--- src/rtl/rv_pkg.sv ---
// Shared RV32I definitions for the R-type operand-fetch stage and its register file.
// Optional write-back forwarding is selected with the OPF_BYPASS_EN macro.
package rv_pkg;

  localparam int XLEN = 32;
  localparam int NREG = 32;

  localparam logic [6:0] OPCODE_OP   = 7'b0110011;
  localparam logic [6:0] FUNCT7_BASE = 7'b0000000;
  localparam logic [6:0] FUNCT7_ALT  = 7'b0100000;

  typedef logic [4:0] reg_idx_t;

  // Only SUB and SRA use the alternate funct7 encoding.
  function automatic logic is_legal_r(input logic [31:0] instr);
    logic [6:0] opc;
    logic [2:0] f3;
    logic [6:0] f7;
    logic       f_ok;
    opc = instr[6:0];
    f3  = instr[14:12];
    f7  = instr[31:25];
    case (f7)
      FUNCT7_BASE: f_ok = 1'b1;
      FUNCT7_ALT:  f_ok = (f3 == 3'b000) || (f3 == 3'b101);
      default:     f_ok = 1'b0;
    endcase
    return (opc == OPCODE_OP) && f_ok;
  endfunction

endpackage

--- src/rtl/r_operand_fetch_if.sv ---
// Handshake, ALU bundle and write-back signals of the operand-fetch stage.
// slave is the stage's view, master is the surrounding pipeline's view.
interface r_operand_fetch_if;
  import rv_pkg::*;

  logic            in_valid;
  logic            in_ready;
  logic [XLEN-1:0] in_instr;
  logic            out_valid;
  logic            out_ready;
  logic [XLEN-1:0] out_instr;
  logic [XLEN-1:0] out_rs1_val;
  logic [XLEN-1:0] out_rs2_val;
  reg_idx_t        out_rd;
  logic            wb_en;
  reg_idx_t        wb_rd;
  logic [XLEN-1:0] wb_data;
  logic            illegal;

  modport slave (
    input  in_valid, in_instr, out_ready, wb_en, wb_rd, wb_data,
    output in_ready, out_valid, out_instr, out_rs1_val, out_rs2_val, out_rd, illegal
  );

  modport master (
    output in_valid, in_instr, out_ready, wb_en, wb_rd, wb_data,
    input  in_ready, out_valid, out_instr, out_rs1_val, out_rs2_val, out_rd, illegal
  );

endinterface

--- src/rtl/rv_regfile.sv ---
// 32 x XLEN integer register file: two asynchronous read ports, one synchronous
// write port, x0 hardwired to zero.
module rv_regfile
  import rv_pkg::*;
(
  input  logic            clk,
  input  logic            rst_n,
  input  logic            we_i,
  input  reg_idx_t        waddr_i,
  input  logic [XLEN-1:0] wdata_i,
  input  reg_idx_t        raddr1_i,
  output logic [XLEN-1:0] rdata1_o,
  input  reg_idx_t        raddr2_i,
  output logic [XLEN-1:0] rdata2_o
);

  logic [XLEN-1:0] regs_q [NREG];
  logic [XLEN-1:0] regs_d [NREG];

  // Next register contents; writes to x0 are dropped.
  always_comb begin
    regs_d = regs_q;
    if (we_i && (waddr_i != 5'd0)) begin
      regs_d[waddr_i] = wdata_i;
    end else begin
      regs_d = regs_q;
    end
  end

  // Register storage.
  always_ff @(posedge clk or negedge rst_n) begin
    if (!rst_n) begin
      for (int i = 0; i < NREG; i++) begin
        regs_q[i] <= {XLEN{1'b0}};
      end
    end else begin
      regs_q <= regs_d;
    end
  end

  // Read ports.
  always_comb begin
    if (raddr1_i == 5'd0) begin
      rdata1_o = {XLEN{1'b0}};
    end else begin
      rdata1_o = regs_q[raddr1_i];
    end
    if (raddr2_i == 5'd0) begin
      rdata2_o = {XLEN{1'b0}};
    end else begin
      rdata2_o = regs_q[raddr2_i];
    end
  end

endmodule

--- src/rtl/r_operand_fetch.sv ---
// Operand-fetch stage for the R-type ALU: legality decode, busy scoreboard,
// valid/ready output slot and register file ownership. OPF_BYPASS_EN enables forwarding.
module r_operand_fetch
  import rv_pkg::*;
(
  input  logic              clk,
  input  logic              rst_n,
  r_operand_fetch_if.slave  bus
);

  reg_idx_t        rs1_s;
  reg_idx_t        rs2_s;
  reg_idx_t        rd_s;
  logic            legal_s;
  logic            hazard_s;
  logic            in_ready_s;
  logic            accept_s;
  logic [NREG-1:0] busy_clr_s;
  logic [NREG-1:0] busy_set_s;
  logic [NREG-1:0] busy_eff_s;
  logic [XLEN-1:0] rf_rd1_s;
  logic [XLEN-1:0] rf_rd2_s;
  logic [XLEN-1:0] rs1_val_s;
  logic [XLEN-1:0] rs2_val_s;

  logic [NREG-1:0] busy_q,      busy_d;
  logic            out_valid_q, out_valid_d;
  logic [XLEN-1:0] out_instr_q, out_instr_d;
  logic [XLEN-1:0] out_rs1_q,   out_rs1_d;
  logic [XLEN-1:0] out_rs2_q,   out_rs2_d;
  reg_idx_t        out_rd_q,    out_rd_d;
  logic            illegal_q,   illegal_d;

  assign rs1_s   = bus.in_instr[19:15];
  assign rs2_s   = bus.in_instr[24:20];
  assign rd_s    = bus.in_instr[11:7];
  assign legal_s = is_legal_r(bus.in_instr);

  rv_regfile u_regfile (
    .clk      (clk),
    .rst_n    (rst_n),
    .we_i     (bus.wb_en),
    .waddr_i  (bus.wb_rd),
    .wdata_i  (bus.wb_data),
    .raddr1_i (rs1_s),
    .rdata1_o (rf_rd1_s),
    .raddr2_i (rs2_s),
    .rdata2_o (rf_rd2_s)
  );

  // Operand selection and busy bits that still count as hazards this cycle.
  always_comb begin
`ifdef OPF_BYPASS_EN
    if (bus.wb_en && (bus.wb_rd == rs1_s) && (rs1_s != 5'd0)) begin
      rs1_val_s = bus.wb_data;
    end else begin
      rs1_val_s = rf_rd1_s;
    end
    if (bus.wb_en && (bus.wb_rd == rs2_s) && (rs2_s != 5'd0)) begin
      rs2_val_s = bus.wb_data;
    end else begin
      rs2_val_s = rf_rd2_s;
    end
    busy_eff_s = busy_q & ~busy_clr_s;
`else
    rs1_val_s  = rf_rd1_s;
    rs2_val_s  = rf_rd2_s;
    busy_eff_s = busy_q;
`endif
  end

  // Hazard detection, handshake and scoreboard set/clear vectors.
  always_comb begin
    busy_clr_s = {NREG{1'b0}};
    if (bus.wb_en) begin
      busy_clr_s[bus.wb_rd] = 1'b1;
    end else begin
      busy_clr_s = {NREG{1'b0}};
    end
    hazard_s = ((rs1_s != 5'd0) && busy_eff_s[rs1_s]) ||
               ((rs2_s != 5'd0) && busy_eff_s[rs2_s]) ||
               ((rd_s  != 5'd0) && busy_eff_s[rd_s]);
    in_ready_s = (!out_valid_q || bus.out_ready) && !(legal_s && hazard_s);
    accept_s   = bus.in_valid && in_ready_s;
    busy_set_s = {NREG{1'b0}};
    if (accept_s && legal_s && (rd_s != 5'd0)) begin
      busy_set_s[rd_s] = 1'b1;
    end else begin
      busy_set_s = {NREG{1'b0}};
    end
  end

  // Next state: a set wins over a same-cycle clear; bit 0 never becomes busy.
  always_comb begin
    busy_d      = (busy_q & ~busy_clr_s) | busy_set_s;
    busy_d[0]   = 1'b0;
    out_valid_d = out_valid_q;
    out_instr_d = out_instr_q;
    out_rs1_d   = out_rs1_q;
    out_rs2_d   = out_rs2_q;
    out_rd_d    = out_rd_q;
    if (accept_s && legal_s) begin
      out_valid_d = 1'b1;
      out_instr_d = bus.in_instr;
      out_rs1_d   = rs1_val_s;
      out_rs2_d   = rs2_val_s;
      out_rd_d    = rd_s;
    end else if (bus.out_ready) begin
      out_valid_d = 1'b0;
    end else begin
      out_valid_d = out_valid_q;
    end
    illegal_d = accept_s && !legal_s;
  end

  // Stage state.
  always_ff @(posedge clk or negedge rst_n) begin
    if (!rst_n) begin
      busy_q      <= {NREG{1'b0}};
      out_valid_q <= 1'b0;
      out_instr_q <= {XLEN{1'b0}};
      out_rs1_q   <= {XLEN{1'b0}};
      out_rs2_q   <= {XLEN{1'b0}};
      out_rd_q    <= 5'd0;
      illegal_q   <= 1'b0;
    end else begin
      busy_q      <= busy_d;
      out_valid_q <= out_valid_d;
      out_instr_q <= out_instr_d;
      out_rs1_q   <= out_rs1_d;
      out_rs2_q   <= out_rs2_d;
      out_rd_q    <= out_rd_d;
      illegal_q   <= illegal_d;
    end
  end

  assign bus.in_ready    = in_ready_s;
  assign bus.out_valid   = out_valid_q;
  assign bus.out_instr   = out_instr_q;
  assign bus.out_rs1_val = out_rs1_q;
  assign bus.out_rs2_val = out_rs2_q;
  assign bus.out_rd      = out_rd_q;
  assign bus.illegal     = illegal_q;

endmodule
--- src/flat_wrapper.sv ---
// flat-port wrapper written by rule: the top's interface ports become plain ports
module r_operand_fetch_flat import rv_pkg::*;
  (clk, rst_n, bus_in_valid, bus_in_instr, bus_out_ready, bus_wb_en, bus_wb_rd, bus_wb_data, bus_in_ready, bus_out_valid, bus_out_instr, bus_out_rs1_val, bus_out_rs2_val, bus_out_rd, bus_illegal);
  r_operand_fetch_if bus_i ();
  input  logic clk;
  input  logic rst_n;
  input wire logic [$bits(bus_i.in_valid)-1:0] bus_in_valid;
  input wire logic [$bits(bus_i.in_instr)-1:0] bus_in_instr;
  input wire logic [$bits(bus_i.out_ready)-1:0] bus_out_ready;
  input wire logic [$bits(bus_i.wb_en)-1:0] bus_wb_en;
  input wire logic [$bits(bus_i.wb_rd)-1:0] bus_wb_rd;
  input wire logic [$bits(bus_i.wb_data)-1:0] bus_wb_data;
  output wire logic [$bits(bus_i.in_ready)-1:0] bus_in_ready;
  output wire logic [$bits(bus_i.out_valid)-1:0] bus_out_valid;
  output wire logic [$bits(bus_i.out_instr)-1:0] bus_out_instr;
  output wire logic [$bits(bus_i.out_rs1_val)-1:0] bus_out_rs1_val;
  output wire logic [$bits(bus_i.out_rs2_val)-1:0] bus_out_rs2_val;
  output wire logic [$bits(bus_i.out_rd)-1:0] bus_out_rd;
  output wire logic [$bits(bus_i.illegal)-1:0] bus_illegal;
  assign bus_i.in_valid = bus_in_valid;
  assign bus_i.in_instr = bus_in_instr;
  assign bus_i.out_ready = bus_out_ready;
  assign bus_i.wb_en = bus_wb_en;
  assign bus_i.wb_rd = bus_wb_rd;
  assign bus_i.wb_data = bus_wb_data;
  assign bus_in_ready = bus_i.in_ready;
  assign bus_out_valid = bus_i.out_valid;
  assign bus_out_instr = bus_i.out_instr;
  assign bus_out_rs1_val = bus_i.out_rs1_val;
  assign bus_out_rs2_val = bus_i.out_rs2_val;
  assign bus_out_rd = bus_i.out_rd;
  assign bus_illegal = bus_i.illegal;
  r_operand_fetch u_core (.clk(clk), .rst_n(rst_n), .bus(bus_i));
endmodule
--- config.mk ---
export PLATFORM = sky130hd
export DESIGN_NAME = r_operand_fetch_flat
export DESIGN_NICKNAME = d
export VERILOG_FILES = /design/src/rtl/rv_pkg.sv /design/src/rtl/r_operand_fetch_if.sv /design/src/rtl/rv_regfile.sv /design/src/rtl/r_operand_fetch.sv /design/src/flat_wrapper.sv
export SDC_FILE = /design/constraint.sdc
export NUM_CORES = 2
export LEC_CHECK = 0
export ABC_AREA = 1
export CAP_MARGIN = 20
export CELL_PAD_IN_SITES_DETAIL_PLACEMENT = 1
export CELL_PAD_IN_SITES_GLOBAL_PLACEMENT = 1
export CORE_ASPECT_RATIO = 1.75
export CORE_MARGIN = 8
export CORE_UTILIZATION = 43
export CTS_BUF_LIST = sky130_fd_sc_hd__clkbuf_8
export CTS_CLUSTER_DIAMETER = 40
export DETAILED_ROUTE_END_ITERATION = 8
export HOLD_SLACK_MARGIN = 0.02
export PLACE_DENSITY = 0.83
export SYNTH_ARGS = -nofsm -noshare
export SYNTH_HDL_FRONTEND = slang
export SYNTH_SLANG_ARGS = --single-unit
--- constraint.sdc ---
create_clock -name clk -period 1.8 [get_ports clk]
set_input_delay 0.27 -clock clk [delete_from_list [all_inputs] [get_ports clk]]
set_output_delay 0.27 -clock clk [all_outputs]
set_load 0.05 [all_outputs]
---- Word level (Yosys, flattened, before mapping) ----
Cells that the tools add are included.
storage, ports and cells
  register bits ........................... 1158
  bits in latches ......................... 0
  bits in writable memories ............... 0
  memory bits (read-only) ................. 0
  input bits .............................. 74
  output and inout bits ................... 104
  memories kept ........................... 0
cells by class
  $add $sub $neg .......................... 0
  multiply operators ...................... 0
  div/mod/pow operators ................... 0
  order comparisons ....................... 10
  equality and inequality tests ........... 3
  shifts and indexed selects .............. 0
  muxes and demuxes ....................... 26
  bitwise operators ....................... 6
  reductions and logical operators ........ 30
operators by type and width
  cell                                                 count
  bitwise mux 1024 bit                                 1
  binary-select mux 32 bit (select 5 bit)              2
  2-to-1 mux 32 bit                                    9
  demux 32 bit (select 5 bit)                          1
  AND 32 bit                                           1
  inverter 32 bit                                      1
  bitwise OR 32 bit                                    1
  < comparator 5 x 6 -> 1 bit, second input constant   4
  nonzero test 5 bit                                   4
  >= comparator 6 bit, second input constant           3
  inverter 5 -> 6 bit                                  3
  binary-select mux 1 bit (select 5 bit)               3
  equality test 7 x 6 -> 1 bit, second input constant  2
  logical AND 1 bit                                    14
  demux 1 bit (select 5 bit)                           2
  >= comparator 5 x 1 -> 1 bit, second input constant  2
  logical NOT 5 bit                                    2
  logical NOT 7 bit                                    1
  2-to-1 mux 1 bit                                     7
  < comparator 6 x 1 -> 1 bit, second input constant   1
  logical OR 1 bit                                     4
  equality test 3 bit, second input constant           1
  logical NOT 1 bit                                    3
  logical NOT 3 bit                                    1
  2 further kinds                                      2

---- Depth between registers and ports, before layout ----
  depth after elaboration ................. 13
  depth in mapped cells ................... 18
  gate-level depth less buffers ........... 16

---- Hierarchy ----
A second synthesis with hierarchy kept.
unflattened totals
  cell total of the unflattened synthesis .. 9171
  area, all modules ....................... 64197.8 um^2
by module, submodules not included
  module           instances  cells each  area each (um^2)
  rv_regfile       1          8320        57729.1
  r_operand_fetch  1          851         6468.7

---- Worst setup path after synthesis ----
No wires, ideal clock.
  path kind ............................... input port to flip-flop
  start point ............................. input port bus_in_instr[7]
  end point ............................... register u_core.out_rs2_q[16], in the netlist u_core.bus.out_rs2_val[16]
  data arrival time ....................... 1774 ps
  required time ........................... 1669 ps
  slack ................................... -105 ps
  cell stages on the path ................. 16
  buffers on the path ..................... 4
  cells stage by stage .................... buf_4 buf_6 nand3_1 nand2_1 nor2_1 nor2_1 nor2_1 nand2_1 nor2_1 nand2_1 nor2_4 nand4_2 buf_2 buf_2 nand2_1 o21ai_1
on the way
  longest elaborated chain between the ends .. 9
  elaborated cells between the ends (all ways) .. 10
  classes of those cells .................. mux (2); reduce/logical (8)
ends and longest elaborated chain
  item                                    RTL line                text
  from (decl)                             flat_wrapper.sv:8       input wire logic [$bits(bus_i.in_instr)-1:0] bus_in_instr;
  binary-select mux 1 bit (select 5 bit)  r_operand_fetch.sv:82   ((rd_s != 5'd0) && busy_eff_s[rd_s]);
  2-to-1 mux 1 bit (not written as such)  r_operand_fetch.sv:82
  logical AND 1 bit *                     r_operand_fetch.sv:82
  logical OR 1 bit *                      r_operand_fetch.sv:81   ((rs2_s != 5'd0) && busy_eff_s[rs2_s]) ||
  logical AND 1 bit *                     r_operand_fetch.sv:83   in_ready_s = (!out_valid_q || bus.out_ready) && !(legal_s && hazard_s);
  logical NOT 1 bit *                     r_operand_fetch.sv:83
  logical AND 1 bit *                     r_operand_fetch.sv:83
  logical AND 1 bit *                     r_operand_fetch.sv:84   accept_s = bus.in_valid && in_ready_s;
  logical AND 1 bit *                     r_operand_fetch.sv:102  if (accept_s && legal_s) begin
  to (signal assigned)                    r_operand_fetch.sv:123  out_rs2_q <= {XLEN{1'b0}};
  to (signal assigned)                    r_operand_fetch.sv:131  out_rs2_q <= out_rs2_d;
  to (decl)                               r_operand_fetch.sv:30   logic [XLEN-1:0] out_rs2_q, out_rs2_d;
Mark *: on every way between the ends. The rest lies on a longest branch, timed or not. The select of a mux whose other input is x is not followed.
A chain may end at the register's enable or synchronous reset.

---- Worst setup path after layout ----
  start point ............................. register u_core.busy_q[21], in the netlist u_core.busy_eff_s[21]
  end point ............................... output port bus_in_ready
on the way
  longest elaborated chain between the ends .. 8
  elaborated cells between the ends (all ways) .. 14
  classes of those cells .................. mux (6); reduce/logical (8)
ends and longest elaborated chain
  item                                                              RTL line                                      text
  from (decl)                                                       r_operand_fetch.sv:26                         logic [NREG-1:0] busy_q, busy_d;
  from (signal assigned)                                            r_operand_fetch.sv:119                        busy_q <= {NREG{1'b0}};
  from (signal assigned)                                            r_operand_fetch.sv:127                        busy_q <= busy_d;
  binary-select mux 1 bit (select 5 bit), on equally long branches  r_operand_fetch.sv:80, r_operand_fetch.sv:81
  2-to-1 mux 1 bit, on equally long branches                        r_operand_fetch.sv:80, r_operand_fetch.sv:81
  logical AND 1 bit, on equally long branches                       r_operand_fetch.sv:80, r_operand_fetch.sv:81
  logical OR 1 bit                                                  r_operand_fetch.sv:80                         hazard_s = ((rs1_s != 5'd0) && busy_eff_s[rs1_s]) ||
  logical OR 1 bit *                                                r_operand_fetch.sv:81
  logical AND 1 bit *                                               r_operand_fetch.sv:83
  logical NOT 1 bit *                                               r_operand_fetch.sv:83
  logical AND 1 bit *                                               r_operand_fetch.sv:83
  to (decl)                                                         flat_wrapper.sv:13                            output wire logic [$bits(bus_i.in_ready)-1:0] bus_in_ready;
Marked as above.

==> impl_metrics.csv <==
group,metric,value,unit
outcome,status,"finished with violations",
outcome,violations,"negative setup slack",
setup_path,path_max_fanout,4,
global_route,grtUsageTotal,0.397,
detailed_routing,ant_nets,0,
setup_path,critPathLaunchType,"flop",
setup_path,r2r_slack,-1180,ps
setup_path,crit_top_cell,"nand2_1",
synth,yosysWarnings,0,
synth,netlist_area,0.0599,mm2
clock_tree,path_clk_slew,70,ps
pwr,internal_power,48100,uW
layout,regArea,0.0289,mm2
pwr,clkPwrFrac,0.331,
pwr,p_sw_frac,0.342,
floorplanning,initial_core_util,0.432,
pwr,p_sw,25000,uW
timing,maxSlewViolCount,0,
timing,final.period_utilization,1.71,
setup_path,crit_path_end_kind,"primary output",
hold_path,hold_class,"in2reg",
setup_path,reg2regPathDepth,22,
floorplanning,core_area,0.139,mm2
pwr,power_density,967,mW/mm2
placement,place_hpwl,200,mm
setup_path,r2r_end,"u_core.bus.out_rs1_val[8]$_DFFE_PN0P_",
placement,dp.cells,9792,
placement,placed_area,0.0695,mm2
synth,synth-seq-area-share,0.482,
detailed_routing,initialDrtViolationCount,8384,
floorplanning,row_count,181,
pwr,p_seq_frac,0.462,
floorplanning,die_y,510,um
timing,setup_violations,185,
layout,area_growth,26.4,%
setup_path,crit_family,"simple AND/OR/NAND/NOR gates",
global_route,grt_pass1_wl,462,mm
timing,max_slew_margin,0.207,
clock_tree,clk_latency,970,ps
layout,drive_gt1_frac,0.171,
setup_path,critPathKind,"reg2out",
hold_path,holdPathEnd,"u_core.u_regfile.regs_q[589]$_DFFE_PN0P_",
timing,rsz0062_at_grt,"yes",
clock_tree,clkSinkCount,1153,
global_route,antenna_found_initial,22,
layout,multi_input_area,0.0275,mm2
global_route,grt_pass1_vias,72600,
hold_path,hold_path_depth,4,
clock_tree,cts_made_buffers,178,
setup_path,crit_buf_inv,3,
timing,fin_skew,45.7,ps
clock_tree,cts_root_buffer,"clkbuf_8",
detailed_routing,drt-wirelength-per-cell,30.9,um
synth,syn_inst,7810,
layout,finish.net_count,8330,
setup_path,slowest_delay,440,ps
hold_path,min_from,"bus_wb_data[13]",
synth,avgSynthCellArea,7.66,um2
layout,nFillCells,16600,
setup_path,arrival,2800,ps
detailed_routing,via_per_inst,6.75,
synth,synth_cell_types,30,
global_route,gr-total-overflow,0,
setup_path,critPathRequiredTime,1530,ps
floorplanning,die_area,0.152,mm2
placement,portBuffers,177,
timing,hold_viol,0,
timing,fin_ws,-1270,ps
detailed_routing,dr_total_vias,69200,
clock_tree,cts_tree,"done",
flow_run,cap_violations,0,
setup_path,slowest_stage,"dfrtp_1",
floorplanning,dieWidth,298,um
layout,final_area,0.0757,mm2
layout,layout.cells.non_filler,10200,
detailed_routing,dr.pass1.iters,8,
setup_path,crit_chain,"nand2_1, o21ai_0, nand2_1, nand2_1, nand2_1, nand2_1, inv_1, nand2_1, nor2_2, nand2_2, nor2_4, buf_6, o21a_4, buf_12",
synth,synth_nets,7884,
pwr,p_leak,0.0342,uW
floorplanning,io-pin-count,178,
detailed_routing,drc_errors,0,
pwr,ir_drop,653,uV
setup_path,rr_startpoint,"u_core.busy_eff_s[21]$_DFF_PN0_",
synth,ys_ff_latch,1153,
placement,routabilityCongestion,0.926,
detailed_routing,routed_wl,316,mm
timing,period_minus_slack,3070,ps
clock_tree,h-tree-depth,4,
pwr,comb_power_share,0.207,
timing,max_freq,0.326,GHz
clock_tree,clk_path_buf_depth,3,
global_route,grt_max_degree,63,
timing,tightest_slew,1180,ps
-- through the flow --
step | hold WS (ps) | TNS (ps) | util | setup slack (ps) | total power [uW]
finish | 58.8 | -139990 | 0.546 | -1270 | 73100
CTS | 23.8 | -127290 | 0.541 | -1110 | 72000
detailed placement | 225 | -505870 | 0.502 | -993 | 48100
global placement | 222 | -440970 | 0.502 | -973 | 46800
global route | 80.5 | -150440 | 0.546 | -1360 | 75600
floorplan | -25.6 | -2550 | - | -62.8 | 40900
-- timing repair --
| action | CTS | global route |
|---|---|---|
| endpoints found under the hold margin | 1175 | 0 |
| hold buffers | 15 | 0 |
| setup buffers | 48 | 39 |
| pin swaps | 14 | 17 |
| cloned | 15 | 3 |
| setup endpoints to repair | 231 | 221 |
| gates resized for setup | 224 | 95 |
-- worst min-delay path, cell delays in order --
cell,delay (ps)
clkdlybuf4s50_1,430
buf_4,160
nand2_1,60
o21ai_0,60
-- flip-flops by register name, indices dropped and copies added, names as in the netlist --
name	flops
u_core.u_regfile.regs_q	1024
u_core.bus.out_rs1_val	32
u_core.bus.out_rs2_val	32
u_core.busy_eff_s	31
u_core.bus.out_instr	28
u_core.bus.out_rd	4
u_core.bus.illegal	1
u_core.bus.out_valid	1
-- synthesized netlist by cell type, drive strengths merged --
master	n	area, um2
a21oi	302	1510
a31oi	53	332
a32o	18	180
and3	1	6.26
buf	190	962
clkbuf	608	2280
clkinv	1	3.75
dfrtp	1153	28900
inv	261	980
nand2	1453	5450
nand3	436	2180
nand4	27	181
nor2	723	2740
nor3	24	120
nor4	3	18.8
o2111ai	1	8.76
o211ai	125	938
o21a	3	22.5
o21ai	2112	10600
o221ai	217	1900
o22ai	98	613
or2	1	6.26
-- logic make-up after synthesis --
group,count (synthesis),synth area share
compound gates,2929,0.269
simple gates,2668,0.179
flops,1153,0.482
buf+inv,1060,0.0706
-- layout make-up --
class | count | share of cell area
antenna | 18 | 0.000595
clock inverter | 87 | 0.00753
tap | 1830 | 0.0303
timing repair buffer | 1064 | 0.160
inverter | 262 | 0.0136
clock buffer | 232 | 0.0422
sequential | 1153 | 0.382
multi-input combinational | 5597 | 0.364
-- per-layer routing --
metal | wire, um | global-route usage
met1 | 105000 | 0.439
met2 | 141000 | 0.620
met3 | 35000 | 0.117
met4 | 34300 | 0.353
met5 | 37 | 0
-- placed cells by master (no fill, tap or decap), types with 21 or more instances in the layout --
cell and n:
o21ai_0 2016, nand2_1 1375, dfrtp_1 1135, nor2_1 707, buf_4 590, nand3_1 432, a21oi_1 302, inv_1 298
buf_12 247, clkbuf_8 232, o221ai_1 217, o211ai_1 125, buf_6 117, o22ai_1 98, clkdlybuf4s50_1 62, o21ai_1 54
a31oi_1 53, nand2_2 47, o21ai_2 32, nand2_4 30, nand4_1 25, nor3_1 21
-- worst max-delay path by stage --
| stage | slack, ps | endpoint | start | depth (start not counted) |
|---|---|---|---|---|
| 5_1_grt | -1360 | bus_in_ready | u_core.busy_eff_s[22]$_DFF_PN0_ | 14 |
| 6_report | -1270 | bus_in_ready | u_core.busy_eff_s[21]$_DFF_PN0_ | 14 |
| 3_5_place_dp | -990 | u_core.busy_eff_s[2]$_DFF_PN0_ | bus_in_instr[7] | 18 |
| 3_3_place_gp | -970 | u_core.busy_eff_s[1]$_DFF_PN0_ | bus_in_instr[7] | 18 |
| 4_1_cts | -1110 | bus_in_ready | u_core.busy_eff_s[31]$_DFF_PN0_ | 15 |
| 2_1_floorplan | -60 | u_core.bus.out_instr[25]$_DFFE_PN0P_ | bus_in_instr[15] | 16 |
-- power groups by stage --
| stage | clock network [uW] | registers [uW] | logic, uW |
|---|---|---|---|
| 2_1_floorplan | 0 | 32700 | 8160 |
| 3_3_place_gp | 0 | 33500 | 13300 |
| 3_5_place_dp | 0 | 33800 | 14200 |
| 4_1_cts | 24000 | 33500 | 14500 |
| 5_1_grt | 25100 | 34100 | 16400 |
| 6_report | 24200 | 33800 | 15100 |
Power figures use the tool's default switching activity.
